### src/rtl/instr_encoder_loader.sv
// Streaming RV32I instruction encoder and instruction-SRAM writer.
// Takes decoded fields over valid/ready, range/alignment-checks the
// immediate, packs the architectural instruction word and writes it to
// consecutive word addresses starting at the session base address.
module instr_encoder_loader #(
  parameter int ADDR_WIDTH = 14
) (
  input  logic                  clk,
  input  logic                  rst_n,
  input  logic                  start_i,
  input  logic [ADDR_WIDTH-1:0] base_addr_i,
  input  logic                  in_valid_i,
  output logic                  in_ready_o,
  input  logic                  last_i,
  input  logic [6:0]            op_i,
  input  logic [4:0]            rd_i,
  input  logic [4:0]            rs1_i,
  input  logic [4:0]            rs2_i,
  input  logic [2:0]            funct3_i,
  input  logic [6:0]            funct7_i,
  input  logic [31:0]           imm_i,
  output logic                  im_we_o,
  output logic [ADDR_WIDTH-1:0] im_addr_o,
  output logic [31:0]           im_wdata_o,
  output logic [ADDR_WIDTH:0]   count_o,
  output logic                  done_o,
  output logic                  err_o,
  output logic [1:0]            err_code_o
);

  localparam logic [6:0] OP_LUI    = 7'b0110111;
  localparam logic [6:0] OP_AUIPC  = 7'b0010111;
  localparam logic [6:0] OP_JAL    = 7'b1101111;
  localparam logic [6:0] OP_JALR   = 7'b1100111;
  localparam logic [6:0] OP_BRANCH = 7'b1100011;
  localparam logic [6:0] OP_LOAD   = 7'b0000011;
  localparam logic [6:0] OP_STORE  = 7'b0100011;
  localparam logic [6:0] OP_IMM    = 7'b0010011;
  localparam logic [6:0] OP_OP     = 7'b0110011;

  localparam logic [1:0] ERR_NONE   = 2'd0;
  localparam logic [1:0] ERR_OPCODE = 2'd1;
  localparam logic [1:0] ERR_RANGE  = 2'd2;
  localparam logic [1:0] ERR_ALIGN  = 2'd3;

  typedef enum logic [2:0] {
    S_IDLE   = 3'd0,
    S_ACCEPT = 3'd1,
    S_WRITE  = 3'd2,
    S_DONE   = 3'd3,
    S_ERR    = 3'd4
  } state_t;

  state_t                state_r;
  logic [ADDR_WIDTH-1:0] addr_r;
  logic                  last_r;
  logic [1:0]            enc_err_s;
  logic [31:0]           enc_word_s;

  // Pack fields into the instruction word; returns {error_code, word}.
  // Misalignment outranks range so a bad offset is reported as such.
  function automatic logic [33:0] encode_fields(
    input logic [6:0]  op,
    input logic [4:0]  rd,
    input logic [4:0]  rs1,
    input logic [4:0]  rs2,
    input logic [2:0]  f3,
    input logic [6:0]  f7,
    input logic [31:0] imm
  );
    logic [31:0] w;
    logic [1:0]  c;
    logic        i_ok;
    logic        b_ok;
    logic        j_ok;
    i_ok = (&imm[31:11]) | ~(|imm[31:11]);
    b_ok = (&imm[31:12]) | ~(|imm[31:12]);
    j_ok = (&imm[31:20]) | ~(|imm[31:20]);
    w    = 32'd0;
    c    = ERR_NONE;
    case (op)
      OP_OP: begin
        w = {f7, rs2, rs1, f3, rd, op};
        c = ERR_NONE;
      end
      OP_IMM, OP_LOAD, OP_JALR: begin
        w = {imm[11:0], rs1, f3, rd, op};
        c = i_ok ? ERR_NONE : ERR_RANGE;
      end
      OP_STORE: begin
        w = {imm[11:5], rs2, rs1, f3, imm[4:0], op};
        c = i_ok ? ERR_NONE : ERR_RANGE;
      end
      OP_BRANCH: begin
        w = {imm[12], imm[10:5], rs2, rs1, f3, imm[4:1], imm[11], op};
        if (imm[0]) c = ERR_ALIGN;
        else if (!b_ok) c = ERR_RANGE;
        else c = ERR_NONE;
      end
      OP_LUI, OP_AUIPC: begin
        w = {imm[31:12], rd, op};
        c = (imm[11:0] == 12'd0) ? ERR_NONE : ERR_RANGE;
      end
      OP_JAL: begin
        w = {imm[20], imm[10:1], imm[11], imm[19:12], rd, op};
        if (imm[0]) c = ERR_ALIGN;
        else if (!j_ok) c = ERR_RANGE;
        else c = ERR_NONE;
      end
      default: begin
        w = 32'd0;
        c = ERR_OPCODE;
      end
    endcase
    return {c, w};
  endfunction

  // Combinational encode/check of the bundle currently on the inputs.
  always_comb begin
    {enc_err_s, enc_word_s} = encode_fields(op_i, rd_i, rs1_i, rs2_i,
                                            funct3_i, funct7_i, imm_i);
  end

  // Session FSM with all outputs registered; write pulse lives only in WRITE.
  always_ff @(posedge clk) begin
    if (!rst_n) begin
      state_r    <= S_IDLE;
      addr_r     <= {ADDR_WIDTH{1'b0}};
      last_r     <= 1'b0;
      in_ready_o <= 1'b0;
      im_we_o    <= 1'b0;
      im_addr_o  <= {ADDR_WIDTH{1'b0}};
      im_wdata_o <= 32'd0;
      count_o    <= {(ADDR_WIDTH+1){1'b0}};
      done_o     <= 1'b0;
      err_o      <= 1'b0;
      err_code_o <= ERR_NONE;
    end else begin
      im_we_o <= 1'b0;
      case (state_r)
        S_IDLE, S_DONE, S_ERR: begin
          if (start_i) begin
            state_r    <= S_ACCEPT;
            addr_r     <= base_addr_i;
            count_o    <= {(ADDR_WIDTH+1){1'b0}};
            done_o     <= 1'b0;
            err_o      <= 1'b0;
            err_code_o <= ERR_NONE;
            in_ready_o <= 1'b1;
          end
        end
        S_ACCEPT: begin
          if (in_valid_i && in_ready_o) begin
            in_ready_o <= 1'b0;
            if (enc_err_s == ERR_NONE) begin
              state_r    <= S_WRITE;
              im_we_o    <= 1'b1;
              im_addr_o  <= addr_r;
              im_wdata_o <= enc_word_s;
              last_r     <= last_i;
            end else begin
              state_r    <= S_ERR;
              err_o      <= 1'b1;
              err_code_o <= enc_err_s;
            end
          end
        end
        S_WRITE: begin
          addr_r  <= addr_r + {{(ADDR_WIDTH-1){1'b0}}, 1'b1};
          count_o <= count_o + {{ADDR_WIDTH{1'b0}}, 1'b1};
          if (last_r) begin
            state_r <= S_DONE;
            done_o  <= 1'b1;
          end else if (&addr_r) begin
            // Next address would wrap onto the start of memory.
            state_r    <= S_ERR;
            err_o      <= 1'b1;
            err_code_o <= ERR_RANGE;
          end else begin
            state_r    <= S_ACCEPT;
            in_ready_o <= 1'b1;
          end
        end
        default: begin
          state_r    <= S_IDLE;
          in_ready_o <= 1'b0;
        end
      endcase
    end
  end

endmodule

### config.mk
export PLATFORM = sky130hd
export DESIGN_NAME = instr_encoder_loader
export DESIGN_NICKNAME = d
export VERILOG_FILES = /design/src/rtl/instr_encoder_loader.sv
export SDC_FILE = /design/constraint.sdc
export NUM_CORES = 1
export LEC_CHECK = 0
export BUFFER_PORTS_ARGS = -buffer_cell sky130_fd_sc_hd__buf_2
export CAP_MARGIN = 20
export CORE_ASPECT_RATIO = 1.75
export CORE_MARGIN = 8
export CORE_UTILIZATION = 55
export CTS_BUF_LIST = sky130_fd_sc_hd__clkbuf_4
export DETAILED_ROUTE_END_ITERATION = 8
export PLACE_DENSITY = 0.88
export SLEW_MARGIN = 30
export SYNTH_ARGS = -nofsm -noshare
export SYNTH_HDL_FRONTEND = slang
export SYNTH_SLANG_ARGS = --single-unit
### constraint.sdc
create_clock -name clk -period 6.4 [get_ports clk]
set_input_delay 0.96 -clock clk [delete_from_list [all_inputs] [get_ports clk]]
set_output_delay 0.96 -clock clk [all_outputs]
set_load 0.05 [all_outputs]
==> impl_metrics.csv, run 1 <==
group,metric,value,unit
synthesis,synthFlopType,"dfxtp_1",
drt,vias,5328,
sta,fin_crit,2.98,ns
synthesis,yosysSeqAreaShare,36.9,%
cts,root_buffer,"clkbuf_4",
die,die_h,137,µm
die,io_pins,150,
critical_path,start_kind,"input port",
synthesis,synth.distinct_cells,59,
critical_path,path_class,"input port to flip-flop",
synthesis,synth_cells,581,
critical_path,crit_required,6.72,ns
layout,final_util,67.2,%
power,p_int,0.761,mW
power,p_per_area,199,nW/µm²
power,power.leakage,2.16,nW
sta,period_share,46.6,%
synthesis,ys_top_cells_by_area,"dfxtp_1 37%, a21oi_1 5.7%, a311oi_1 4.7%",
placement,dp_hpwl,11900,µm
cts,cts_post_setup_buffers_inserted,0,
drt,avgViaCountPerCell,6.68,
critical_path,cp.arrival,3.31,ns
cts,hold_buffers,0,
global_route,antenna_found_initial,1,
global_route,groute.usage.overall,27.3,%
placement,numPortBuffers,149,
die,start_util,56.2,%
die,coreArea,8200,µm²
sta,finalWorstSetupSlack,3.42,ns
drt,firstDrtPassIters,5,
placement,place_ws,2.62,ns
cts,cts_buffers,9,
sta,slew_headroom,34.5,%
layout,stdcell_count,798,
critical_path,cp_max_fo,27,
cts,clockBufferDepth,2,
synthesis,syn_area_per_cell,7.94,µm²
power,netSwitchingFraction,30.6,%
power,p_seq_share,51.3,%
die,dieWidth,85.2,µm
sta,max_freq,335,MHz
flow_run,drv_cap,0,
cts,cts_tree,"done",
drt,wl,16100,µm
hold_path,hold_class,"flip-flop to flip-flop",
layout,nNetsFinal,785,
cts,htreeDepth,3,
cts,cts_sinks,85,
synthesis,yosysTopAreaCellShare,36.9,%
synthesis,synth-seq-cells,85,
sta,tns,0,ns
drt,ant_nets,0,
power,p_clk_share,32.8,%
sta,hold_violations,0,
critical_path,crit_path_end_kind,"flip-flop",
drt,drt-initial-drc-count,487,
synthesis,syn-num-nets,666,
global_route,grt_first_pass_wirelength,25700,µm
global_route,gr-total-overflow,0,
die,row_count,44,
power,vdd_ir_drop_max,0.137,mV
synthesis,yosys_warnings,0,
sta,fin_skew,0.0174,ns
power,p_switching,0.336,mW
cts,cts.clk_slew.worst_paths,0.14,ns
drt,routedWlPerCell,20.2,µm
cts,cts_resized,0,
synthesis,netlist_area,4610,µm²
synthesis,async_reset_ff_share,0,%
outcome,status,"finished clean",
layout,layout-drive-gt1-share,26.5,%
global_route,grt_max_degree,71,
power,p_comb_share,15.8,%
sta,rsz0062_at_grt,"false",
placement,dp_cells,781,
sta,slew_viol_final,0,
layout,syn2layout_area_growth,19.5,%
sta,tightest_slew,0.980,ns
sta,setup_viol,0,
synthesis,synth_top_area_cell,"dfxtp_1",
drt,drc,0,
cts,clock_latency,0.47,ns
die,fp.dieArea,11700,µm²
synthesis,synth_edf_count,0,
global_route,grt_pass1_vias,5263,
placement,gp_congestion,0.985,
-- per-stage QoR --
step	cell area (µm²)	hold slack, ns	power (mW)
after floorplan	4610	0.451	0.676
after global placement	5320	0.443	0.739
after detailed placement	5350	0.458	0.744
after CTS	5510	0.478	1.09
after global routing	5510	0.503	1.14
final	5510	0.474	1.10
-- final timing paths --
path                          to           from  slack [ns]  depth (start not counted)
hold / removal     im_wdata_o[4]  im_wdata_o[4]        0.47                          2
hold reg to reg    im_wdata_o[4]  im_wdata_o[4]        0.47                          2
setup reg to reg   im_wdata_o[4]     state_r[0]        3.69                          7
setup / recovery  im_wdata_o[28]      imm_i[16]        3.42                          8
-- cells in the mapped netlist (3+ instances only) --
master and n:
o21ai_1 9, a21oi_1 53, buf_2 8, a222oi_1 4
o21a_1 9, o21ai_0 32, inv_1 10, a22oi_1 12
a31o_2 3, o211ai_1 4, nor2b_1 3, nand3_1 22
o31ai_1 3, nor4_1 11, nor3_1 8, or4_1 6
a32oi_1 8, buf_4 6, a221oi_1 4, nor3b_1 3
a311oi_1 25, and3_1 7, mux2i_1 6, dfxtp_1 85
clkbuf_1 32, and2_1 4, nand4_1 26, nor2_1 52
nand3b_1 4, nand2b_1 4, a32o_1 7, nand2_1 43
a22o_1 3, a31oi_1 33
-- worst max-delay path, cell delays in order --
cell      delay [ns]
buf_2           0.12
or4_1           0.59
nor4_2          0.29
nand2_1         0.15
a31oi_4         0.25
buf_8           0.22
and2_2          0.51
a311oi_1        0.19
-- power by group through the flow --
stage | Combinational, mW | Clock, mW | Sequential, mW
final | 0.174 | 0.360 | 0.563
after global routing | 0.187 | 0.383 | 0.566
after floorplan | 0.0931 | 0 | 0.583
after global placement | 0.166 | 0 | 0.573
after CTS | 0.172 | 0.361 | 0.563
after detailed placement | 0.170 | 0 | 0.574
-- layer usage --
metal  vias up  wire length, µm  global-route usage [%]
met4         0             1020                    19.4
met1      2494             5720                    27.6
met5         -                0                       0
met2       264             8280                    48.4
li1       2512                -                       -
met3        58             1100                    6.37
-- sequential cells by signal, indices dropped and copies added (netlist names), 2 cells and up --
| signal | count |
|---|---|
| im_wdata_o | 32 |
| count_o | 15 |
| addr_r | 14 |
| im_addr_o | 14 |
| state_r | 3 |
| err_code_o | 2 |
-- cells in the final DEF, fill, tap and decap left out, types with 4 or more instances in the layout --
cell / instances
a21oi_1: 53
a221oi_1: 4
a222oi_1: 4
a22oi_1: 12
a311oi_1: 25
a31oi_1: 33
a32o_1: 7
a32oi_1: 8
and3_1: 7
buf_2: 149
buf_4: 6
clkbuf_4: 9
dfxtp_1: 85
inv_1: 10
mux2i_1: 6
nand2_1: 43
nand2b_1: 4
nand3_1: 22
nand3b_1: 4
nand4_1: 26
nor2_1: 52
nor3_1: 7
nor4_1: 11
o211ai_1: 4
o21a_1: 9
o21ai_0: 32
o21ai_1: 9
or4_1: 6
-- kinds of logic after synthesis --
logic type | share of synthesized area [%]
buf+inv | 5.61
compound gates | 32.5
simple gates | 22.9
flops | 36.9
mux | 1.55
fa+ha+maj | 0.542
-- cell type report --
| type | count | area (µm²) |
|---|---|---|
| tap | 92 | 115 |
| antenna | 1 | 2.50 |
| inverter | 11 | 41.3 |
| sequential | 85 | 1700 |
| fill | 702 | 2690 |
| multi-input combinational | 436 | 2670 |
| clock inverter | 7 | 97.6 |
| timing repair buffer | 157 | 821 |
| clock buffer | 9 | 67.6 |
Note: power is estimated with default switching activity, not from simulation.
==> run 2, diff against run 1 <==
CORE_UTILIZATION = 53   (was 55)
PLACE_DENSITY = 0.85   (was 0.88)
clock period = 2.81 ns   (was 6.4 ns; I/O delays follow)
==> impl_metrics.csv, run 2 (synthesized netlist as in run 1, its figures left out) <==
group,metric,value,unit
power,p_per_area,424,nW/µm²
layout,layout-drive-gt1-share,27.4,%
cts,cts.clk_slew.worst_paths,0.14,ns
sta,tns,0,ns
cts,cts_buffers,9,
flow_run,drv_cap,0,
cts,cts_tree,"done",
die,die_h,139,µm
layout,regMostFlops,"im_wdata_o",
global_route,gr-total-overflow,0,
sta,hold_violations,0,
cts,clockBufferDepth,2,
hold_path,hold_class,"input port to flip-flop",
layout,final_common_cell,"buf_2",
drt,firstDrtPassIters,7,
placement,place_ws,0.0491,ns
global_route,grt_pass1_vias,5391,
placement,placed_cell_area,5460,µm²
global_route,antenna_found_initial,0,
hold_path,hold_end,"addr_r[8]",
drt,vias,5345,
drt,avgViaCountPerCell,6.42,
critical_path,start_kind,"input port",
die,dieWidth,86.5,µm
die,row_count,45,
drt,drc,0,
die,fp.dieArea,12100,µm²
cts,cts_sinks,85,
drt,ant_nets,0,
layout,final_util,65.3,%
cts,cts_post_setup_buffers_inserted,0,
power,design_power_total,2.37,mW
critical_path,cp.arrival,2.65,ns
layout,largest_reg_flops,32,
placement,dp_hpwl,12600,µm
sta,max_freq,434,MHz
global_route,grt_first_pass_wirelength,26000,µm
die,coreArea,8560,µm²
sta,fin_crit,2.31,ns
cts,clock_latency,0.44,ns
critical_path,worstRegToRegCells,5,
layout,final_cell_mix,"149 x buf_2, 85 x dfxtp_1, 53 x a21oi_1",
cts,htreeDepth,3,
power,vdd_ir_drop_max,0.255,mV
layout,stdcell_count,833,
global_route,groute.usage.overall,26.9,%
layout,largest_registers,"im_wdata_o: 32 flops, count_o: 15 flops",
layout,nNetsFinal,796,
critical_path,reg2reg_slack,0.55,ns
layout,syn2layout_area_growth,21.2,%
critical_path,r2r-end,"count_o[2]",
placement,numPortBuffers,149,
outcome,status,"finished clean",
layout,diodes,0,
sta,period_share,82.0,%
cts,hold_buffers,0,
power,power.leakage,2.20,nW
critical_path,path_class,"input port to flip-flop",
drt,wl,16300,µm
layout,design_area,5590,µm²
sta,slew_viol_final,0,
sta,setup_viol,0,
hold_path,hp-start,"base_addr_i[8]",
die,start_util,53.9,%
critical_path,crit_path_end_kind,"flip-flop",
die,io_pins,150,
drt,routedWlPerCell,19.6,µm
critical_path,r2r-start,"state_r[1]",
sta,tightest_slew,0.740,ns
critical_path,worstPathCellList,"buf_2 > or4_1 > nor4_2 > nand2_1 > a211oi_4 > buf_4 > a31oi_1 > a311oi_1",
sta,finalWorstSetupSlack,0.505,ns
drt,drt-initial-drc-count,408,
sta,rsz0062_at_grt,"false",
placement,gp_congestion,0.919,
layout,n_fill_cell,788,
sta,slew_headroom,50.4,%
sta,fin_skew,0.0214,ns
sta,hold_slack,0.226,ns
global_route,grt_max_degree,68,
critical_path,max_stage_delay,0.58,ns
cts,root_buffer,"clkbuf_4",
critical_path,cp_max_fo,32,
critical_path,crit_required,3.16,ns
hold_path,hold_depth,3,
cts,cts_resized,0,
critical_path,critPathSlowestCell,"or4_1",
placement,dp_cells,817,
run 2: changes by cell type in the layout (fill, tap and decap cells not counted), sizes merged:
cell,change
clkbuf,+2
clkinv,+1
bufinv,-1
inv,-2
buf,+11
diode,-1
run 2: where the power goes:
| group | leakage, nW | switching [mW] | internal [mW] |
|---|---|---|---|
| sequential | 0.688 | 0.0437 | 1.24 |
| clock | 0.0759 | 0.409 | 0.287 |
| combinational | 1.44 | 0.260 | 0.134 |
| total | 2.20 | 0.713 | 1.66 |
run 2: final cells by class:
| class | count | area, µm² | area share [%] |
|---|---|---|---|
| flip-flops and latches | 85 | 1700 | 30.4 |
| well taps | 117 | 146 | 2.62 |
| clock inverters | 5 | 51.3 | 0.918 |
| inverters | 11 | 41.3 | 0.739 |
| multi-input cells | 436 | 2670 | 47.7 |
| clock buffers | 11 | 82.6 | 1.48 |
| repair buffers | 168 | 901 | 16.1 |
run 2: worst max path at each step:
stage	end	cells after the start	start	slack, ns
detailed placement	im_wdata_o[25]	8	imm_i[30]	0.05
finish	im_wdata_o[7]	8	imm_i[30]	0.50
CTS	im_wdata_o[7]	8	imm_i[30]	0.55
global route	count_o[2]	5	state_r[1]	0.37
floorplan	im_wdata_o[13]	8	imm_i[30]	0.46
global placement	im_wdata_o[14]	8	imm_i[30]	0.21
run 2: worst max-delay path, delay by kind of cell:
family	cells	cell delay (ns)
simple gates	3	1.07
compound gates	3	0.69
buf+inv	2	0.46
run 2: routing by layer:
layer / global-route usage (%) / share of wire (%) / vias up
li1: - / - / 2515
met1: 24.9 / 34 / 2543
met2: 50.4 / 54 / 233
met3: 6.07 / 5.9 / 54
met4: 16.5 / 5.2 / 0
met5: 0 / 0 / -
==> run 3, diff against run 2 <==
clock period = 2.4 ns   (was 2.81 ns; I/O delays follow)
==> impl_metrics.csv, run 3 (synthesized netlist as in run 1, its figures left out) <==
group,metric,value,unit
outcome,status,"finished clean",
drt,routedWlPerCell,19.3,µm
critical_path,cp_common_cell,"nand3_1",
critical_path,worstPathCellList,"ha_1 > nand3_1 > nor2_1 > and3_1 > a21o_1 > nand3_1 > a221oi_1",
layout,design_area,5830,µm²
drt,drc,0,
cts,clock_latency,0.45,ns
hold_path,hold_depth,3,
power,vdd_ir_drop_max,0.328,mV
sta,fin_crit,2.18,ns
critical_path,start_kind,"flip-flop",
global_route,groute.usage.overall,27.1,%
sta,period_share,90.9,%
drt,ant_nets,0,
layout,nNetsFinal,821,
flow_run,drv_cap,0,
critical_path,r2r-end,"err_code_o[1]",
critical_path,r2r-start,"addr_r[0]",
drt,vias,5464,
die,row_count,45,
die,coreArea,8560,µm²
die,start_util,53.9,%
drt,firstDrtPassIters,6,
critical_path,reg2reg_slack,0.22,ns
global_route,grt_first_pass_wirelength,26400,µm
layout,syn2layout_area_growth,26.4,%
cts,clockBufferDepth,2,
die,die_h,139,µm
cts,htreeDepth,3,
die,dieWidth,86.5,µm
global_route,gr-total-overflow,0,
hold_path,hp-start,"base_addr_i[10]",
cts,cts_post_setup_buffers_inserted,0,
cts,hold_buffers,0,
drt,wl,16600,µm
layout,final_cell_mix,"149 x buf_2, 85 x dfxtp_1, 53 x a21oi_1",
critical_path,critPathSlowestCell,"dfxtp_1",
critical_path,path_class,"flip-flop to flip-flop",
sta,fin_skew,0.0254,ns
sta,max_freq,458,MHz
placement,dp_hpwl,12700,µm
layout,n_fill_cell,777,
hold_path,hold_end,"addr_r[10]",
global_route,grt_max_degree,68,
sta,tightest_slew,0.737,ns
critical_path,worstRegToRegCells,7,
layout,final_common_cell,"buf_2",
layout,largest_reg_flops,32,
global_route,antenna_found_initial,1,
layout,layout-drive-gt1-share,30.1,%
sta,tns,0,ns
layout,largest_registers,"im_wdata_o: 32 flops, count_o: 15 flops",
critical_path,cp.arrival,2.53,ns
sta,hold_violations,0,
placement,placed_cell_area,5680,µm²
critical_path,max_stage_delay,0.48,ns
placement,numPortBuffers,149,
cts,root_buffer,"clkbuf_4",
sta,setup_viol,0,
sta,slew_headroom,50.7,%
drt,drt-initial-drc-count,378,
cts,cts_tree,"done",
sta,rsz0062_at_grt,"false",
die,io_pins,150,
die,fp.dieArea,12100,µm²
global_route,grt_pass1_vias,5487,
critical_path,crit_required,2.75,ns
hold_path,hold_class,"input port to flip-flop",
cts,cts.clk_slew.worst_paths,0.14,ns
critical_path,crit_path_end_kind,"flip-flop",
sta,hold_slack,0.163,ns
cts,cts_buffers,9,
placement,gp_congestion,0.963,
layout,regMostFlops,"im_wdata_o",
drt,avgViaCountPerCell,6.36,
power,power.leakage,2.34,nW
cts,cts_sinks,85,
cts,cts_resized,0,
power,p_per_area,490,nW/µm²
sta,slew_viol_final,0,
critical_path,cp_max_fo,6,
-- run 3: worst max-delay path by stage --
| stage | to | slack [ns] | depth (start not counted) | start |
|---|---|---|---|---|
| after floorplan | im_wdata_o[13] | 0.11 | 8 | imm_i[30] |
| after global placement | im_wdata_o[14] | -0.02 | 8 | imm_i[22] |
| after detailed placement | im_wdata_o[13] | -0.11 | 8 | imm_i[22] |
| after CTS | err_code_o[1] | 0.23 | 7 | addr_r[0] |
| after global routing | err_code_o[1] | 0.07 | 7 | addr_r[0] |
| final | err_code_o[1] | 0.22 | 7 | addr_r[0] |
-- run 3: layout make-up --
| cell class | instances | area (µm²) | share of cell area [%] |
|---|---|---|---|
| multi-input combinational | 436 | 2670 | 45.7 |
| sequential | 85 | 1700 | 29.2 |
| clock inverter | 7 | 81.3 | 1.39 |
| antenna | 1 | 2.50 | 0.0429 |
| clock buffer | 9 | 67.6 | 1.16 |
| inverter | 11 | 41.3 | 0.708 |
| timing repair buffer | 193 | 1130 | 19.3 |
| tap | 117 | 146 | 2.51 |
-- run 3: worst max-delay path: cells and delay by family (launching register included) --
kind	cells	cell delay, ns
AO/OA/AOI/OAI	2	0.54
AND/OR/NAND/NOR	4	0.84
adder cells (fa/ha/maj)	1	0.23
flip-flops	1	0.48
-- run 3: where the power goes --
part | total [mW] | switching [mW] | internal, mW
Combinational | 0.499 | 0.318 | 0.182
Sequential | 1.50 | 0.0529 | 1.45
Clock | 0.855 | 0.525 | 0.330
Total | 2.86 | 0.895 | 1.96
-- run 3: through the flow --
stage	util (%)	worst slack [ns]	cells	total power, mW
finish	68.2	0.219	859	2.86
global route	68.2	0.0677	859	2.98
CTS	68.1	0.228	858	2.86
detailed placement	66.4	-0.114	842	2.02
global placement	66.4	-0.0187	842	2.01
floorplan	-	0.107	581	1.80
-- run 3: per-layer routing --
metal	up-vias	wire length, µm	track usage, %
li1	2567	-	-
met1	2559	5800	25.7
met2	274	8770	49.4
met3	64	1050	5.84
met4	0	952	19.1
met5	-	0	0
